**src/rtl/demosaic_frame_ctrl.sv**
```systemverilog
// Frame sequencer for the demosaic datapath: pops Bayer pixels, drives window shifts, flushes the
// last row, and flags frame start/end. Optional statistics outputs under DEMOSAIC_CTRL_STAT_EN.
module demosaic_frame_ctrl #(
  parameter int unsigned IMG_W = 640,
  parameter int unsigned IMG_H = 480,
  parameter int unsigned CNT_W = 12,
  parameter int unsigned PIX_W = 8
) (
  input  logic             clk,
  input  logic             rst_n,
  input  logic             frame_en,
  input  logic             fifo_not_empty,
  output logic             fifo_ren,
  input  logic [PIX_W-1:0] fifo_din,
  input  logic             demosaic_i_ready,
  output logic [PIX_W-1:0] pix_out,
  output logic             shift_en,
  output logic             count_en,
  output logic             sof,
  output logic             eof,
  output logic             busy
`ifdef DEMOSAIC_CTRL_STAT_EN
  ,
  output logic [15:0]      frame_cnt,
  output logic [15:0]      stall_cnt
`endif
);

  localparam int unsigned SHIFT_W = CNT_W + 1;

  localparam logic [CNT_W-1:0]   ColLast   = CNT_W'(IMG_W - 1);
  localparam logic [CNT_W-1:0]   RowLast   = CNT_W'(IMG_H - 1);
  localparam logic [CNT_W-1:0]   FlushLast = CNT_W'(IMG_W);
  localparam logic [CNT_W-1:0]   CntOne    = CNT_W'(1);
  // Window centre first holds a real pixel once a full row plus one pixel has been shifted in.
  localparam logic [SHIFT_W-1:0] ShiftThr  = SHIFT_W'(IMG_W + 1);
  localparam logic [SHIFT_W-1:0] ShiftOne  = SHIFT_W'(1);

  typedef enum logic [1:0] {StIdle, StRun, StFlush, StDone} state_e;

  state_e state_q, state_d;

  logic [CNT_W-1:0]   col_q, col_d;
  logic [CNT_W-1:0]   row_q, row_d;
  logic [CNT_W-1:0]   flush_q, flush_d;
  logic [SHIFT_W-1:0] shift_cnt_q, shift_cnt_d;
  logic               xfer;

  // State register
  always_ff @(posedge clk or negedge rst_n) begin
    if (!rst_n) begin
      state_q <= StIdle;
    end else begin
      state_q <= state_d;
    end
  end

  // Next-state logic
  always_comb begin
    state_d = state_q;
    unique case (state_q)
      StIdle: begin
        if (frame_en) state_d = StRun;
      end
      StRun: begin
        if (xfer && (col_q == ColLast) && (row_q == RowLast)) state_d = StFlush;
      end
      StFlush: begin
        if (shift_en && (flush_q == FlushLast)) state_d = StDone;
      end
      StDone: begin
        state_d = StIdle;
      end
      default: state_d = StIdle;
    endcase
  end

  // Output logic: handshakes are combinational so pops and shifts have zero latency.
  always_comb begin
    xfer     = 1'b0;
    fifo_ren = 1'b0;
    shift_en = 1'b0;
    pix_out  = '0;
    sof      = 1'b0;
    eof      = 1'b0;
    busy     = 1'b0;
    unique case (state_q)
      StRun: begin
        xfer     = fifo_not_empty & demosaic_i_ready;
        fifo_ren = xfer;
        shift_en = xfer;
        pix_out  = fifo_din;
        busy     = 1'b1;
        sof      = xfer & (col_q == '0) & (row_q == '0);
      end
      StFlush: begin
        shift_en = demosaic_i_ready;
        busy     = 1'b1;
      end
      StDone: begin
        eof = 1'b1;
      end
      default: ;
    endcase
    count_en = shift_en & (shift_cnt_q >= ShiftThr);
  end

  // Position, flush and shift counters
  always_comb begin
    col_d       = col_q;
    row_d       = row_q;
    flush_d     = flush_q;
    shift_cnt_d = shift_cnt_q;

    if (shift_en && (shift_cnt_q < ShiftThr)) shift_cnt_d = shift_cnt_q + ShiftOne;

    unique case (state_q)
      StRun: begin
        if (xfer) begin
          if (col_q == ColLast) begin
            col_d = '0;
            row_d = (row_q == RowLast) ? '0 : row_q + CntOne;
          end else begin
            col_d = col_q + CntOne;
          end
        end
      end
      StFlush: begin
        if (shift_en) flush_d = (flush_q == FlushLast) ? '0 : flush_q + CntOne;
      end
      StDone: begin
        col_d       = '0;
        row_d       = '0;
        flush_d     = '0;
        shift_cnt_d = '0;
      end
      default: ;
    endcase
  end

  always_ff @(posedge clk or negedge rst_n) begin
    if (!rst_n) begin
      col_q       <= '0;
      row_q       <= '0;
      flush_q     <= '0;
      shift_cnt_q <= '0;
    end else begin
      col_q       <= col_d;
      row_q       <= row_d;
      flush_q     <= flush_d;
      shift_cnt_q <= shift_cnt_d;
    end
  end

`ifdef DEMOSAIC_CTRL_STAT_EN
  logic [15:0] frame_cnt_q, frame_cnt_d;
  logic [15:0] stall_cnt_q, stall_cnt_d;

  always_comb begin
    frame_cnt_d = frame_cnt_q;
    stall_cnt_d = stall_cnt_q;
    if (eof) frame_cnt_d = frame_cnt_q + 16'd1;
    if (sof) begin
      stall_cnt_d = '0;
    end else if (busy && !demosaic_i_ready && (stall_cnt_q != 16'hFFFF)) begin
      stall_cnt_d = stall_cnt_q + 16'd1;
    end
  end

  always_ff @(posedge clk or negedge rst_n) begin
    if (!rst_n) begin
      frame_cnt_q <= '0;
      stall_cnt_q <= '0;
    end else begin
      frame_cnt_q <= frame_cnt_d;
      stall_cnt_q <= stall_cnt_d;
    end
  end

  assign frame_cnt = frame_cnt_q;
  assign stall_cnt = stall_cnt_q;
`endif

endmodule

```
**config.mk**
```make
export PLATFORM = sky130hd
export DESIGN_NAME = demosaic_frame_ctrl
export DESIGN_NICKNAME = d
export VERILOG_FILES = /design/src/rtl/demosaic_frame_ctrl.sv
export SDC_FILE = /design/constraint.sdc
export NUM_CORES = 1
export LEC_CHECK = 0
export ABC_AREA = 1
export CAP_MARGIN = 20
export CELL_PAD_IN_SITES_DETAIL_PLACEMENT = 1
export CELL_PAD_IN_SITES_GLOBAL_PLACEMENT = 2
export CORE_MARGIN = 5
export CORE_UTILIZATION = 30
export DETAILED_ROUTE_END_ITERATION = 10
export PLACE_DENSITY = 0.72
export SLEW_MARGIN = 20
export SYNTH_ARGS = -nofsm -noshare
export SYNTH_HDL_FRONTEND = slang
export SYNTH_SLANG_ARGS = --single-unit
export TNS_END_PERCENT = 1
```
**constraint.sdc**
```tcl
create_clock -name clk -period 3.3 [get_ports clk]
set_input_delay 0.825 -clock clk [delete_from_list [all_inputs] [get_ports clk]]
set_output_delay 0.825 -clock clk [all_outputs]
set_load 0.05 [all_outputs]
```
# Yosys cells after proc, flatten, opt, wreduce, memory -nomap -nowiden
# Cells that the tools add are included.
op_classes:
  n_addsub: 4
  order_cmp: 2
  eq_ne: 12
  mux: 22
  bitwise_logic: 4
  reduce_logical: 15
op_table:
  columns: ["op", "n"]
  rows:
  - ["$mux 12", 7]
  - ["$pmux 12 s2", 3]
  - ["$add 12x1->12 const B", 3]
  - ["$mux 13", 2]
  - ["$eq 12x10->1 const B", 2]
  - ["$logic_not 12->1", 2]
  - ["$add 13x1->13 const B", 1]
  - ["$ge 13x10->1 const B", 1]
  - ["$lt 13x10->1 const B", 1]
  - ["$eq 12x9->1 const B", 1]
  - ["$ne 2x2->1 const B", 6]
  - ["$mux 8", 1]
  - ["$pmux 2 s4", 1]
  - ["$mux 2", 3]
  - ["$reduce_and 3->1", 2]
  - ["$reduce_bool 2->1", 3]
  - ["$and 1x1->1", 4]
  - ["$eq 2x2->1 const B", 2]
  - ["$logic_and 1x1->1", 4]
  - ["$mux 1", 4]
  - ["$reduce_and 2->1", 2]
  - ["$eq 2x1->1 const B", 1]
  - ["$logic_not 2->1", 1]
  - ["$pmux 1 s2", 1]
  - ["$reduce_or 2->1", 1]
totals:
  regBits: 51
  input_bits: 13
  output_inout_bits: 14
  wordCells: 64

# Depth between registers and ports, before layout
# Gate-level depths: netlist of run 1.
logic_depth:
  depth_word: 6
  ltp_mapped: 10
  depth_no_buf: 10

# Worst setup path before layout of run 1
# No wires, ideal clock.
synth_path:
  path_type: "input to output"
  start: "in fifo_not_empty"
  end: "out sof"
  arrival_ps: 2966
  t_required_ps: 2475
  setup_slack_ps: -491
  path_stages: 4
  n_path_buf: 0
  path_cell_list: "nand3_1 inv_1 nand3_1 nor4_1"
synth_between:
  elab_chain_len: 4
synth_rtl:
  columns: ["item", "line", "text"]
  rows:
  - ["start, declared", "12", "input logic fifo_not_empty,"]
  - ["$and 1x1->1", "89", "xfer = fifo_not_empty & demosaic_i_ready;"]
  - ["$and 1x1->1 (2 in a row)", "94", "sof = xfer & (col_q == '0) & (row_q == '0);"]
  - ["$mux 1", "87", "unique case (state_q)"]
  - ["end, declared", "19", "output logic sof,"]
# No other way between the ends.

# Worst setup path in the final report of run 1
layout_path:
  start: "in demosaic_i_ready"
  end: "out sof"
layout_between:
  elab_chain_len: 4
layout_rtl:
  columns: ["item", "line", "text"]
  rows:
  - ["start, declared", "15", "input logic demosaic_i_ready,"]
  - ["$and 1x1->1", "89", null]
  - ["$and 1x1->1 (2 in a row)", "94", null]
  - ["$mux 1", "87", null]
# No other way between the ends.

==> flow_summary.yaml, run 1 <==
outcome:
  result_of_the_run: "finished, final reports clean"
timing:
  final.min_clock_period_ps: 3030
  final-max-slew-violation-count: 0
  fin_setup_tns_ps: 0
  worst_clock_skew_ps: 12.2
  setup_viol: 0
  post-route-period-util: 0.918
  pin_slew_with_the_least_headroom_to_its_limit_ps: 499
  hold_viol_final: 0
  rsz0062_at_grt: "no"
  fmax_ghz: 0.330
  slew_headroom: 0.666
critical_path:
  largest_stage_delay_on_the_critical_path_ps: 500
  path_common_cell: "nand3_1"
  critical_path_class: "in2out"
  critical_path.endpoint_type: "primary output"
  critPathLaunchType: "input pin"
  worst_ep_required_time_ps: 2470
  cp_cell_sequence: "clkdlybuf4s50_1 -> nand3_1 -> inv_1 -> nand3_1 -> nor4_2 -> buf_12"
  slowest_stage: "clkdlybuf4s50_1"
  path_max_fanout: 3
  critical_path_arrival_ps: 2200
finish:
  register_area_um2: 1280
  finalNonFillerCells: 624
  mostFrequentLayoutCells: "90 x nand2_1, 65 x inv_1, 53 x nor2_1, 51 x dfrtp_1, 46 x nand3_1"
  areaGrowthSynthToFinish_pct: 16.2
  postLayoutCoreUtil: 0.355
  layout_commonest_cell: "nand2_1"
  drive_above_1_share: 0.0909
  final_design_area_no_fill_um2: 3850
  final.fill_count: 1353
  final_net_count: 509
  antennaDiodeCount: 0
  multi_input_comb_area_um2: 1720
synthesis:
  ys_async_rst_share: 1.00
  yosysWarnings: 0
  avgSynthCellArea_um2: 7.35
  sequential_share_of_the_synthesized_area: 0.385
  synth_top_flop_cell: "dfrtp_1"
  netlist_area_um2: 3310
  synth_edf_count: 0
  synthesis.nets: 477
  synthCells: 451
  synth_cell_types: 34
  ys_seq_elements: 51
grt:
  highest_utilization_routing_layer_at_the_global_route_stage: "met2"
  groute.usage.overall: 0.144
  wire_length_of_the_first_global_routing_pass_um: 15100
  groute.layer.met1.usage: 0.192
  grt-ovfl-total: 0
  gr-usage-met2: 0.233
  grt_antenna_before_repair: 0
  number_of_global_route_vias_before_repair: 3103
  grt_use_met3: 0.0247
  grt_start_max_net_pins: 29
drt:
  remaining_drc_errors: 0
  finalWirelength_um: 8800
  detail_route.wl_per_cell_um: 14.1
  postRouteAntennaNets: 0
  via_count: 2990
  post_drt_via_cell_ratio: 4.79
  drt_pre_antenna_iters: 4
  first_iter_violations: 102
placement:
  gp_congestion: 0.753
  port-buffer-count: 26
  placed_cells_incl_taps: 616
  place_hpwl_um: 6720
  placed_cell_area_um2: 3760
clock_network:
  path_clk_slew_ps: 90
  cts.root.buffer_cell: "clkbuf_8"
  cts_post_setup_buffers_inserted: 0
  clock_sink_count: 51
  hold_buffers_post_cts: 0
  cts_tree: "built"
  cts_made_buffers: 5
  cts_resized: 0
  clockBufferDepth: 2
  clock_latency_ps: 340
  ctsHtreeMaxLevel: 2
die:
  boundaryPins: 27
  fp.dieH_um: 115
  die-width_um: 115
  floorplan.initialDensity: 0.306
  die-area_um2: 13200
  design.core.area_um2: 10800
  core.rowCount: 38
power:
  power.static_leakage_nw: 1.86
  power_density_nw_per_um2: 628
  sum_of_internal_switching_and_leakage_power_mw: 2.42
  vdd_drop_max_v: 0.000256
worst_hold_path:
  hold_path_class: "in2async"
flow_run:
  maxCapViolCount: 0
[critical path, delay by kind of cell]
family	cells	cell delay [ps]
buffers and inverters	3	820
AND/OR/NAND/NOR	3	570
[registers in the layout, indices dropped and copies added (netlist names)]
name,flops
row_q,12
state_q,2
flush_q,12
shift_cnt_q,13
col_q,12
[cell families (layout without fill, tap and decap cells)]
logic type | count (synthesis) | after routing | synth area share
xor+xnor | 19 | 19 | 0.0502
fa+ha+maj | 13 | 13 | 0.0491
flops | 51 | 51 | 0.385
simple gates | 247 | 247 | 0.347
buf+inv | 77 | 110 | 0.0970
compound gates | 44 | 44 | 0.0710
[area by class of cell]
class | instances | area share
repair buffers | 33 | 0.0852
flip-flops and latches | 51 | 0.332
clock buffers | 5 | 0.0179
multi-input cells | 323 | 0.447
clock inverters | 3 | 0.00520
inverters | 69 | 0.0673
well taps | 140 | 0.0455
[where the power goes]
part	total [mW]	switching [mW]	internal [mW]
Combinational	1.15	0.783	0.371
Sequential	0.869	0.130	0.739
Clock	0.396	0.247	0.148
[worst paths after layout]
check | start | endpoint | slack [ps] | cells after the start
setup / recovery | demosaic_i_ready | sof | 270 | 6
min in group clk | shift_cnt_q[12] | shift_cnt_q[12] | 490 | 2
hold / removal | rst_n | shift_cnt_q[10] | 310 | 1
setup reg to reg | state_q[1] | flush_q[8] | 1320 | 9
hold reg to reg | shift_cnt_q[12] | shift_cnt_q[12] | 490 | 2
max in group asynchronous | rst_n | shift_cnt_q[5] | 2400 | 2
[metal layers]
layer / vias to the layer above / routed length [µm]
met2: 30 / 4030
met3: 8 / 269
met5: - / 0
met1: 1433 / 4350
li1: 1519 / -
met4: 0 / 153
[synth_stat cells, types with 6 or more instances]
master    instances  area [µm²]
nand2_1          90         338
nand3_1          46         230
ha_1             13         163
o21ai_0          16        80.1
inv_1            65         244
nor3_1           21         105
a21oi_1          15        75.1
nor2_1           53         199
nand3b_1          6        45.0
o21ai_1           6        30.0
dfrtp_1          51        1280
xor2_1           19         166
nand4_1          17         106
[per-stage QoR]
stage          setup slack, ps  hold slack, ps
2_1_floorplan             20.6             445
3_3_place_gp               261             461
3_5_place_dp               231             470
4_1_cts                    228             293
5_1_grt                    162             302
6_report                   270             308
(Power assumes the default switching activity.)
==> run 2, diff against run 1 <==
MAX_ROUTING_LAYER = met4   (was default)
==> flow_summary.yaml, run 2 (synthesis gave the netlist of run 1 again) <==
outcome:
  result_of_the_run: "finished, final reports clean"
drt:
  drt_pre_antenna_iters: 4
  uppermost_routed_layer: "met4"
  first_iter_violations: 118
  detail_route.wl_per_cell_um: 14.1
  met2RoutedLength_um: 4030
  post_drt_via_cell_ratio: 4.78
  met3RoutedLength_um: 263
  via_count: 2985
  met1_length_um: 4360
  finalWirelength_um: 8800
  remaining_drc_errors: 0
  postRouteAntennaNets: 0
grt:
  groute.usage.overall: 0.149
  grt-ovfl-total: 0
  wire_length_of_the_first_global_routing_pass_um: 15100
  number_of_global_route_vias_before_repair: 3103
  grt_start_max_net_pins: 29
  grt_antenna_before_repair: 0
critical_path:
  largest_stage_delay_on_the_critical_path_ps: 500
  critical_path_class: "in2out"
  worstReg2RegEnd: "flush_q[8]"
  critical_path.endpoint_type: "primary output"
  worstSetupPathDepth: 6
  worstReg2RegStart: "state_q[1]"
  worst_ep_required_time_ps: 2470
  path_common_cell: "nand3_1"
  cp_cell_sequence: "clkdlybuf4s50_1 -> nand3_1 -> inv_1 -> nand3_1 -> nor4_2 -> buf_12"
  slowest_stage: "clkdlybuf4s50_1"
  critical_path_arrival_ps: 2200
  crit_family: "buffers and inverters"
  timing.reg2reg.worst_path_depth: 9
  reg2reg_slack_ps: 1320
  critical_path.n_buffers_inverters: 3
  path_max_fanout: 3
  critPathLaunchType: "input pin"
finish:
  areaGrowthSynthToFinish_pct: 16.2
  antennaDiodeCount: 0
  max_flop_register: "shift_cnt_q"
  layout_commonest_cell: "nand2_1"
  final_net_count: 509
  drive_above_1_share: 0.0909
  mostFrequentLayoutCells: "90 x nand2_1, 65 x inv_1, 53 x nor2_1, 51 x dfrtp_1, 46 x nand3_1"
  largest_reg_flops: 13
clock_network:
  cts_tree: "built"
  cts_made_buffers: 5
  clockBufferDepth: 2
  path_clk_slew_ps: 90
  cts_post_setup_buffers_inserted: 0
  hold_buffers_post_cts: 0
  clock_latency_ps: 340
  cts_resized: 0
  clock_sink_count: 51
  cts.root.buffer_cell: "clkbuf_8"
  ctsHtreeMaxLevel: 2
die:
  die-area_um2: 13200
  core.rowCount: 38
  floorplan.initialDensity: 0.306
  fp.dieH_um: 115
  design.core.area_um2: 10800
  boundaryPins: 27
  die-width_um: 115
placement:
  gp_congestion: 0.763
  preCtsSetupSlack_ps: 231
  place_hpwl_um: 6720
  port-buffer-count: 26
timing:
  slew_headroom: 0.666
  setup_viol: 0
  final-max-slew-violation-count: 0
  fin_setup_tns_ps: 0
  hold_viol_final: 0
  setup_ws_ps: 270
  final.min_clock_period_ps: 3030
  pin_slew_with_the_least_headroom_to_its_limit_ps: 499
  worst_clock_skew_ps: 12.6
  rsz0062_at_grt: "no"
  post-route-period-util: 0.918
  fmax_ghz: 0.330
flow_run:
  maxCapViolCount: 0
power:
  vdd_drop_max_v: 0.000256
  power_density_nw_per_um2: 629
  power.static_leakage_nw: 1.86
worst_hold_path:
  hold_path_class: "in2async"
-- run 2: cell counts in the layout (fill, tap and decap cells not counted) --
Identical to the previous run, type by type.
-- run 2: worst max-delay path by stage --
stage,endpoint,startpoint,slack [ps]
after floorplan,count_en,state_q[0],20
after global placement,sof,demosaic_i_ready,260
after detailed placement,sof,demosaic_i_ready,230
after CTS,sof,demosaic_i_ready,230
after global routing,sof,demosaic_i_ready,160
final,sof,demosaic_i_ready,270
-- run 2: cell type report --
class / instances / area, µm²
fill: 1353 / 6990
multi-input combinational: 323 / 1720
sequential: 51 / 1280
timing repair buffer: 33 / 328
inverter: 69 / 259
tap: 140 / 175
clock buffer: 5 / 68.8
clock inverter: 3 / 20.0
-- run 2: power by group --
group	internal (mW)	total (mW)	leakage, nW	switching [mW]
Combinational	0.371	1.15	1.13	0.783
Sequential	0.739	0.869	0.690	0.130
Clock	0.148	0.396	0.0402	0.248
-- run 2: through the flow --
step / power (mW) / hold slack [ps] / std cells / utilization / instance area (µm²)
6_report: 2.42 / 307 / 624 / 0.355 / 3850
5_1_grt: 2.63 / 302 / 624 / 0.355 / 3850
4_1_cts: 2.47 / 293 / 624 / 0.355 / 3850
3_5_place_dp: 2.06 / 470 / 616 / 0.347 / 3760
3_3_place_gp: 2.03 / 461 / 616 / 0.347 / 3760
2_1_floorplan: 1.70 / 445 / 451 / - / 3320
-- run 2: per-layer routing --
| layer | GRT usage | vias up |
|---|---|---|
| li1 | - | 1518 |
| met1 | 0.192 | 1431 |
| met2 | 0.233 | 28 |
| met3 | 0.0247 | 8 |
| met4 | 0.0571 | 0 |
| met5 | - | - |
